**config.mk**
```make
export PLATFORM = sky130hd
export DESIGN_NAME = philv_ctrl_exec
export DESIGN_NICKNAME = d
export VERILOG_FILES = /design/src/rtl/philv_ctrl_exec.sv
export SDC_FILE = /design/constraint.sdc
export NUM_CORES = 1
export LEC_CHECK = 0
export CORE_ASPECT_RATIO = 1.2
export CORE_MARGIN = 1
export CORE_UTILIZATION = 34
export DETAILED_ROUTE_END_ITERATION = 7
export SYNTH_ARGS = -nofsm -noshare
export SYNTH_HDL_FRONTEND = slang
export SYNTH_SLANG_ARGS = --single-unit
```
**constraint.sdc**
```tcl
create_clock -name clk -period 6.7 [get_ports clk]
set_clock_uncertainty 0.15 [all_clocks]
set_input_delay 1.34 -clock clk [delete_from_list [all_inputs] [get_ports clk]]
set_output_delay 1.34 -clock clk [all_outputs]
set_load 0.005 [all_outputs]
```
**src/rtl/philv_ctrl_exec.sv**
```systemverilog
// -----------------------------------------------------------------------------
// philv_ctrl_exec
//   Control/execute unit of the Philosophy-V multi-cycle RV32I core. It holds
//   the main sequencing FSM, the instruction field/immediate decoder and the
//   combinational ALU. Every enable and mux select of the core comes from here.
//
// Configuration macro:
//   PHILV_ALU_SHIFT_EN - when defined, the ALU computes SLL/SRL/SRA.
//                        When undefined, no shifter is built and the shift
//                        function codes return 0. FSM sequencing is the same
//                        in both builds.
//
// Ports:
//   clk, rstb            core clock; synchronous active-low reset
//   instr                instruction register contents
//   alu_x, alu_y         ALU operands from the A/B source muxes
//   alu_z, alu_zero      ALU result (combinational) and zero flag
//   rs1, rs2, rd         register fields of instr
//   immed                sign-extended I/S immediate (0 for other formats)
//   PCWrite, IRWrite     PC enable; instruction fetch / IR enable
//   DMemWrite            data-memory write enable
//   regFileWrite         register-file write enable
//   ALUSrcA              0=PC, 1=rs1 data
//   ALUSrcB              00=rs2, 01=const 4, 10=immed
//   regFileWriteSrc      00=mem word, 01=ALU, 10=sext byte, 11=sext half
// -----------------------------------------------------------------------------
module philv_ctrl_exec #(
    parameter int BUS_WIDTH = 32
) (
    input  logic                 clk,
    input  logic                 rstb,
    input  logic [BUS_WIDTH-1:0] instr,
    input  logic [BUS_WIDTH-1:0] alu_x,
    input  logic [BUS_WIDTH-1:0] alu_y,
    output logic [BUS_WIDTH-1:0] alu_z,
    output logic                 alu_zero,
    output logic [4:0]           rs1,
    output logic [4:0]           rs2,
    output logic [4:0]           rd,
    output logic [BUS_WIDTH-1:0] immed,
    output logic                 PCWrite,
    output logic                 IRWrite,
    output logic                 DMemWrite,
    output logic                 regFileWrite,
    output logic                 ALUSrcA,
    output logic [1:0]           ALUSrcB,
    output logic [1:0]           regFileWriteSrc
);

    localparam logic [6:0] OP_R     = 7'b0110011;
    localparam logic [6:0] OP_IMM   = 7'b0010011;
    localparam logic [6:0] OP_LOAD  = 7'b0000011;
    localparam logic [6:0] OP_STORE = 7'b0100011;

    localparam logic [3:0] F_ADD  = 4'b0000;
    localparam logic [3:0] F_SUB  = 4'b1000;
    localparam logic [3:0] F_SLL  = 4'b0001;
    localparam logic [3:0] F_SLT  = 4'b0010;
    localparam logic [3:0] F_SLTU = 4'b0011;
    localparam logic [3:0] F_XOR  = 4'b0100;
    localparam logic [3:0] F_SRL  = 4'b0101;
    localparam logic [3:0] F_SRA  = 4'b1101;
    localparam logic [3:0] F_OR   = 4'b0110;
    localparam logic [3:0] F_AND  = 4'b0111;

    typedef enum logic [2:0] {
        FETCH     = 3'd0,
        DECODE    = 3'd1,
        EXECUTE   = 3'd2,
        MEMORY    = 3'd3,
        WRITEBACK = 3'd4
    } state_t;

    state_t     state, state_nxt;
    logic [6:0] opcode;
    logic [2:0] funct3;
    logic       is_r, is_imm, is_load, is_store, supported;
    logic [3:0] alu_funct;
    logic       pc_we, ir_we, dm_we, rf_we;

    // Field decode, re-evaluated every cycle from the (stable) IR.
    assign opcode    = instr[6:0];
    assign funct3    = instr[14:12];
    assign rs1       = instr[19:15];
    assign rs2       = instr[24:20];
    assign rd        = instr[11:7];
    assign is_r      = (opcode == OP_R);
    assign is_imm    = (opcode == OP_IMM);
    assign is_load   = (opcode == OP_LOAD);
    assign is_store  = (opcode == OP_STORE);
    assign supported = is_r | is_imm | is_load | is_store;

    always_comb begin
        immed = '0;
        if (is_imm || is_load)
            immed = {{20{instr[31]}}, instr[31:20]};
        else if (is_store)
            immed = {{20{instr[31]}}, instr[31:25], instr[11:7]};
    end

    always_ff @(posedge clk) begin
        if (!rstb) state <= FETCH;
        else       state <= state_nxt;
    end

    always_comb begin
        state_nxt       = state;
        pc_we           = 1'b0;
        ir_we           = 1'b0;
        dm_we           = 1'b0;
        rf_we           = 1'b0;
        ALUSrcA         = 1'b0;
        ALUSrcB         = 2'b00;
        regFileWriteSrc = 2'b00;
        alu_funct       = F_ADD;
        case (state)
            FETCH: begin
                ir_we     = 1'b1;
                ALUSrcB   = 2'b01;          // PC + 4
                state_nxt = DECODE;
            end
            DECODE: begin
                pc_we     = 1'b1;
                // Unsupported opcodes retire here as a NOP.
                state_nxt = supported ? EXECUTE : FETCH;
            end
            EXECUTE: begin
                ALUSrcA   = 1'b1;
                state_nxt = MEMORY;
                if (is_r) begin
                    alu_funct = {instr[30], funct3};
                end else if (is_imm) begin
                    // instr[30] is part of the immediate except for SRAI.
                    ALUSrcB   = 2'b10;
                    alu_funct = {instr[30] & (funct3 == 3'b101), funct3};
                end else begin
                    ALUSrcB   = 2'b10;      // load/store address = rs1 + imm
                end
            end
            MEMORY: begin
                if (is_store) begin
                    dm_we     = 1'b1;
                    state_nxt = FETCH;
                end else begin
                    state_nxt = WRITEBACK;
                end
            end
            WRITEBACK: begin
                rf_we     = 1'b1;
                state_nxt = FETCH;
                if (is_r || is_imm)
                    regFileWriteSrc = 2'b01;
                else if (is_load) begin
                    case (funct3)
                        3'b000:  regFileWriteSrc = 2'b10;
                        3'b001:  regFileWriteSrc = 2'b11;
                        default: regFileWriteSrc = 2'b00;
                    endcase
                end
            end
            default: state_nxt = FETCH;
        endcase
    end

    // Write enables are held low for as long as reset is asserted, not only
    // from the first reset edge onward.
    assign PCWrite      = pc_we & rstb;
    assign IRWrite      = ir_we & rstb;
    assign DMemWrite    = dm_we & rstb;
    assign regFileWrite = rf_we & rstb;

    always_comb begin
        alu_z = '0;
        case (alu_funct)
            F_ADD:  alu_z = alu_x + alu_y;
            F_SUB:  alu_z = alu_x - alu_y;
            F_SLT:  alu_z = {{(BUS_WIDTH-1){1'b0}}, $signed(alu_x) < $signed(alu_y)};
            F_SLTU: alu_z = {{(BUS_WIDTH-1){1'b0}}, alu_x < alu_y};
            F_XOR:  alu_z = alu_x ^ alu_y;
            F_OR:   alu_z = alu_x | alu_y;
            F_AND:  alu_z = alu_x & alu_y;
`ifdef PHILV_ALU_SHIFT_EN
            F_SLL:  alu_z = alu_x << alu_y[4:0];
            F_SRL:  alu_z = alu_x >> alu_y[4:0];
            F_SRA:  alu_z = $unsigned($signed(alu_x) >>> alu_y[4:0]);
`else
            F_SLL, F_SRL, F_SRA: alu_z = '0;
`endif
            default: alu_z = '0;
        endcase
    end

    assign alu_zero = (alu_z == '0);

endmodule

```
Word-level counts from Yosys, hierarchy flattened
Cells that the tools add are included.
- logic and storage cells: 59
- register bits: 3
- input bits: 98
- output and inout port bits: 89
- mux-type cells: 21
- bitwise operators: 11
- reductions and logical operators: 6
- magnitude comparators: 2
- $add $sub $neg: 2
- equal/unequal tests: 16
- operator list (kind ; count):
    32-bit case mux with 7 select lines ; 1
    32-bit < comparator ; 2
    32-bit two-way mux ; 2
    32-bit adder ; 1
    32-bit AND ; 1
    32-bit logical NOT ; 1
    32-bit bitwise OR ; 1
    32-bit subtractor ; 1
    32-bit bitwise XOR ; 1
    7-bit by 6-bit equality test with 1-bit output, second input constant ; 2
    4-bit by 3-bit equality test with 1-bit output, second input constant ; 3
    4-bit two-way mux ; 3
    3-bit case mux with 4 select lines ; 1
    2-bit two-way mux ; 5
    4-bit by 2-bit equality test with 1-bit output, second input constant ; 2
    2-bit case mux with 2 select lines ; 2
    7-bit by 2-bit equality test with 1-bit output, second input constant ; 1
    7-bit by 5-bit equality test with 1-bit output, second input constant ; 1
    3-bit by 1-bit equality test with 1-bit output, second input constant ; 2
    3-bit by 2-bit equality test with 1-bit output, second input constant ; 2
    3-bit equality test, second input constant ; 2
    3-bit logical NOT ; 2
    1-bit two-way mux ; 6
    1-bit AND ; 5
    other kinds (5) ; 8

Longest topological paths before layout
- depth in word-level cells: 8
- gate-level depth with buffers: 15
- depth with buffers taken out: 15

Worst setup path after synthesis
OpenSTA, ideal clock, no wires.
- path kind: input to output
- from: in alu_x[0]
- to: out alu_zero
- data required time: 5.210 ns
- path buffers: 0
- arrival time: 4.310 ns
- stages: 14
- path slack: 0.900 ns
- path through: ha_1 inv_1 fa_1 nor2b_1 o31ai_2 a2111o_1 a31oi_4 a41oi_2 nor4b_1 nor4_1 o21ai_1 nor4b_1 nand4b_1 nor4_2
- word-level cells in the longest chain between the ends: 3
- elaborated cells between the ends (all ways): 9
- classes of those cells: add/sub: 2; order compare: 2; mux: 1; bitwise: 3; reduce/logical: 1
- ends and longest elaborated chain (what ; line ; source):
    from (decl) ; 33 ; input logic [BUS_WIDTH-1:0] alu_x,
    32-bit subtractor or 32-bit adder (tied branches) ; 176, 175 ;
    32-bit case mux with 7 select lines (*) ; 174 ; case (alu_funct)
    via alu_z[26] ; 35 ; output logic [BUS_WIDTH-1:0] alu_z,
    32-bit logical NOT (*) ; 193 ; assign alu_zero = (alu_z == '0);
    to (decl) ; 36 ; output logic alu_zero,
The timed path passes the listed nets; every way through them passes the cells marked *.

Worst setup path in the final report
- from: in alu_y[2]
- to: out alu_zero
- word-level cells in the longest chain between the ends: 3
- elaborated cells between the ends (all ways): 9
- classes of those cells: add/sub: 2; order compare: 2; mux: 1; bitwise: 3; reduce/logical: 1
- ends and longest elaborated chain (what ; line ; source):
    from (decl) ; 34 ; input logic [BUS_WIDTH-1:0] alu_y,
    32-bit subtractor (tied with other cells) ; 176 ; F_SUB: alu_z = alu_x - alu_y;
    32-bit case mux with 7 select lines (*) ; 174 ;
    32-bit logical NOT (*) ; 193 ;
Mark *: on every way between the ends. The rest lies on a longest branch, timed or not.

==> metrics.md <==
| Metric | Value |
|---|---|
| Status | finished, final reports clean |
| First-iteration detailed-routing DRC count | roughly 730 |
| Final Total Pwr | just over 1 mW |
| Core box area | 18300 um2 |
| WS Path Type | input pin to output pin |
| Largest net degree at the start of global routing | 23 |
| CTS tree | built |
| Hold Path Class | register to register |
| R2r setup slk | ~5600 ps |
| Pins Over Slew Limit | 0 |
| CTS Hold Bufs | 0 |
| Syn Inst Count | 974 |
| Arr. time, crit path | between 5000 and 6000 ps |
| Worst slew pin tran | 768 ps |
| Yosys warnings | 0 |
| Starting Density | 0.349 |
| Seq/Total Area, Yosys | 0.00941 |
| Final count of hold timing violations | 0 |
| Antenna diode count | 0 |
| Top Registers | state x3 |
| First-pass GRT wire length | approximately 44000 um |
| Syn_nets | 1174 |
| Root Driver | clkbuf_16 |
| Initial antenna violation count | 0 |
| Yosys reg bits | 3 |
| Worst Path Buf+Inv | 7 |
| Worst reg2reg path depth | 2 |
| Reg2Reg Launch Point | state[0]$_SDFF_PN0_ |
| Leakage power | approximately 4.8 nW |
| Peak VDD IR | between 0.06 and 0.07 mV |
| Worst setup SP type | input pin |
| # port buffers | ~180 |
| CTS buffer count | 3 |
| Synthesis-to-finish area growth | 64.1% |
| # IOs | ~190 |
| Vias in the first global route | approximately 8.4k |
| Global route hottest layer | met2 |
| Detailed-route wire length | roughly 28000 um |
| Crit path largest cell delay | 490 ps |
| CTS max path bufs | 2 |
| Power Dens Cells | around 98 nW/um2 |
| Critical path, cell by cell | clkdlybuf4s50_1 -> inv_2 -> ha_4 -> buf_4 -> nor2b_4 -> o31ai_4 -> buf_6 -> a2111oi_4 -> buf_4 -> or4_1 -> o221ai_2 -> buf_4 -> nor3_1 -> a31oi_1 -> o211ai_1 -> a2111oi_4 -> nand4b_1 -> nor4_2 -> buf_2 |
| Final HPWL from detailed placement | roughly 23000 um |
| Average cell area after synthesis | between 6 and 7 um2 |
| Layout fillers | roughly 1.8k |
| DRC Markers | 0 |
| EDFF count, synth | 0 |
| # rows | 54 |
| H-Tree Depth | 1 |
| RSZ-0062 raised after global routing | yes |
| Relative slew slack | 0.486 |
| Setup slack after layout | ~26 ps |
| Clock latency on the worst-skew pair | between 200 and 250 ps |
| Hold path start | state[1]$_SDFF_PN0_ |
| Critical path endpoint category | output pin |
| GRT met3 Usage | 0.0254 |
| Final setup vio count | 0 |
| Worst hold margin | 516 ps |
| Met1 GRT Util | 0.340 |
| Post-DRT Antenna Nets | 0 |
| Die area | between 15000 and 20000 um2 |
| CP top delay family | buffers and inverters |
| GR Util met2 | 0.500 |
| Tmin final | 6670 ps |
| Crit Path Max Fanout | 4 |
| Final GP Congestion | around 1.0 |
| Synth unique cells | 85 |
| Most common flop cell mapped by yosys | dfxtp_1 |
| Final Instance Count excl. Fillers | 1584 |
| Synth Cell Area | roughly 6400 um2 |
| Clock transition at the registers of the reported paths | approximately 30 ps |
| Reg2reg end | state[1]$_SDFF_PN0_ |
| Global route overflow | 0 |
| Via/cell ratio | roughly 5.6 |
| Place WS | -585 ps |
| Max stage delay cell, worst path | clkdlybuf4s50_1 |
| Hold endpoint | state[2]$_SDFF_PN0_ |
| WHS Path Cells | 2 |
| Clock tree sinks | 3 |
| Layout cells sized above 1 | 0.273 |
| Vias | a little under 9k |
| DR pass1 iterations | 6 |
| Die W | ~130 um |
| Drt wl/cell | between 15 and 20 um |
| Crit-path most repeated cell | buf_4 |
| Fin nets | roughly 1.5k |
| Max cap viols | 0 |
| Biggest register | state |
| Tcrit/Tclk final | 0.996 |
| Fmax | 0.150 GHz |
| Max reg flops | 3 |
| GRT Total Usage | 0.283 |
| Required @ worst endpoint | 5210 ps |
| Async SR Flop Fraction | 0 |
| Die H | approximately 150 um |
| Placed Cells | between 1.5k and 2k |
==> synth_stat cells, types with 11 or more instances <==
| library cell | count | area [um2] |
|---|---|---|
| a21oi_1 | 103 | 515 |
| ha_1 | 100 | 1250 |
| inv_1 | 95 | 357 |
| nor2_1 | 92 | 345 |
| nand2_1 | 63 | 236 |
| o21ai_0 | 52 | 260 |
| buf_4 | 39 | 293 |
| clkbuf_1 | 31 | 116 |
| nor3_1 | 25 | 125 |
| and2_1 | 21 | 131 |
| nand3_1 | 20 | 100 |
| o31ai_1 | 19 | 143 |
| nor4_1 | 17 | 106 |
| buf_2 | 16 | 80.1 |
| a21o_1 | 12 | 90.1 |
| a31oi_1 | 11 | 68.8 |
| nand4_1 | 11 | 68.8 |
| nor2b_1 | 11 | 68.8 |
| o211ai_1 | 11 | 82.6 |
==> cells in the final DEF, fill, tap and decap left out, types with 19 or more instances in the layout <==
cell type / Yosys / layout
buf_4: 39 / 269
clkdlybuf4s50_1: 0 / 165
a21oi_1: 103 / 99
inv_1: 95 / 90
nor2_1: 92 / 90
ha_1: 100 / 89
nand2_1: 63 / 62
o21ai_0: 52 / 47
nor3_1: 25 / 24
and2_1: 21 / 20
nand3_1: 20 / 19
==> cell type report <==
class                      instances  area (um2)  share of cell area
multi-input combinational        780        5840               0.558
inverter                          99         372              0.0355
sequential                         3        60.1             0.00573
tap                              252         315              0.0301
timing repair buffer             446        3800               0.363
clock buffer                       4        78.8             0.00753
==> kinds of logic (layout without fill, tap and decap cells) <==
kind of cell,count (synthesis),in the layout,synth area share
AO/OA/AOI/OAI,351,351,0.377
buffers and inverters,191,549,0.142
XOR/XNOR,5,5,0.00686
flip-flops,3,3,0.00941
multiplexers,8,8,0.0125
adder cells (fa/ha/maj),102,102,0.202
AND/OR/NAND/NOR,314,314,0.250
==> per-layer routing <==
metal	wire, um	vias to the layer above
li1	-	4244
met1	11500	4068
met2	13700	386
met3	1520	114
met4	1600	0
met5	0	-
==> metrics by stage <==
stage,utilization,setup TNS (ps),cell area (um2)
6_report,0.572,0,10500
3_3_place_gp,0.537,-899,9840
5_1_grt,0.572,-157,10500
2_1_floorplan,-,0,6380
3_5_place_dp,0.537,-1060,9840
4_1_cts,0.550,-14.7,10100
==> tightest hold or removal path, cell delays in order, from the launching register on <==
cell,delay [ps]
dfxtp_1,380
nand4b_1,180
a21oi_1,50
==> power by group <==
group          switching (mW)  internal (mW)
registers             0.00132         0.0185
logic                   0.434          0.474
clock network          0.0169         0.0786
==> how the worst max path moves through the flow <==
stage	startpoint	slack (ps)	cells after the start	endpoint
after CTS	alu_y[0]	-10	17	alu_zero
final	alu_y[2]	30	19	alu_zero
after global routing	alu_y[5]	-150	17	alu_zero
after global placement	alu_x[1]	-540	16	alu_zero
after floorplan	alu_x[0]	900	14	alu_zero
after detailed placement	alu_x[1]	-590	17	alu_zero
==> timing repair <==
action	4_1_cts	5_1_grt
gates cloned	0	0
endpoints found under the hold margin	0	0
gates resized for setup	29	66
buffers inserted	7	8
setup endpoints to repair	5	8
pin swaps	23	40
Note: power is estimated with default switching activity, not from simulation.
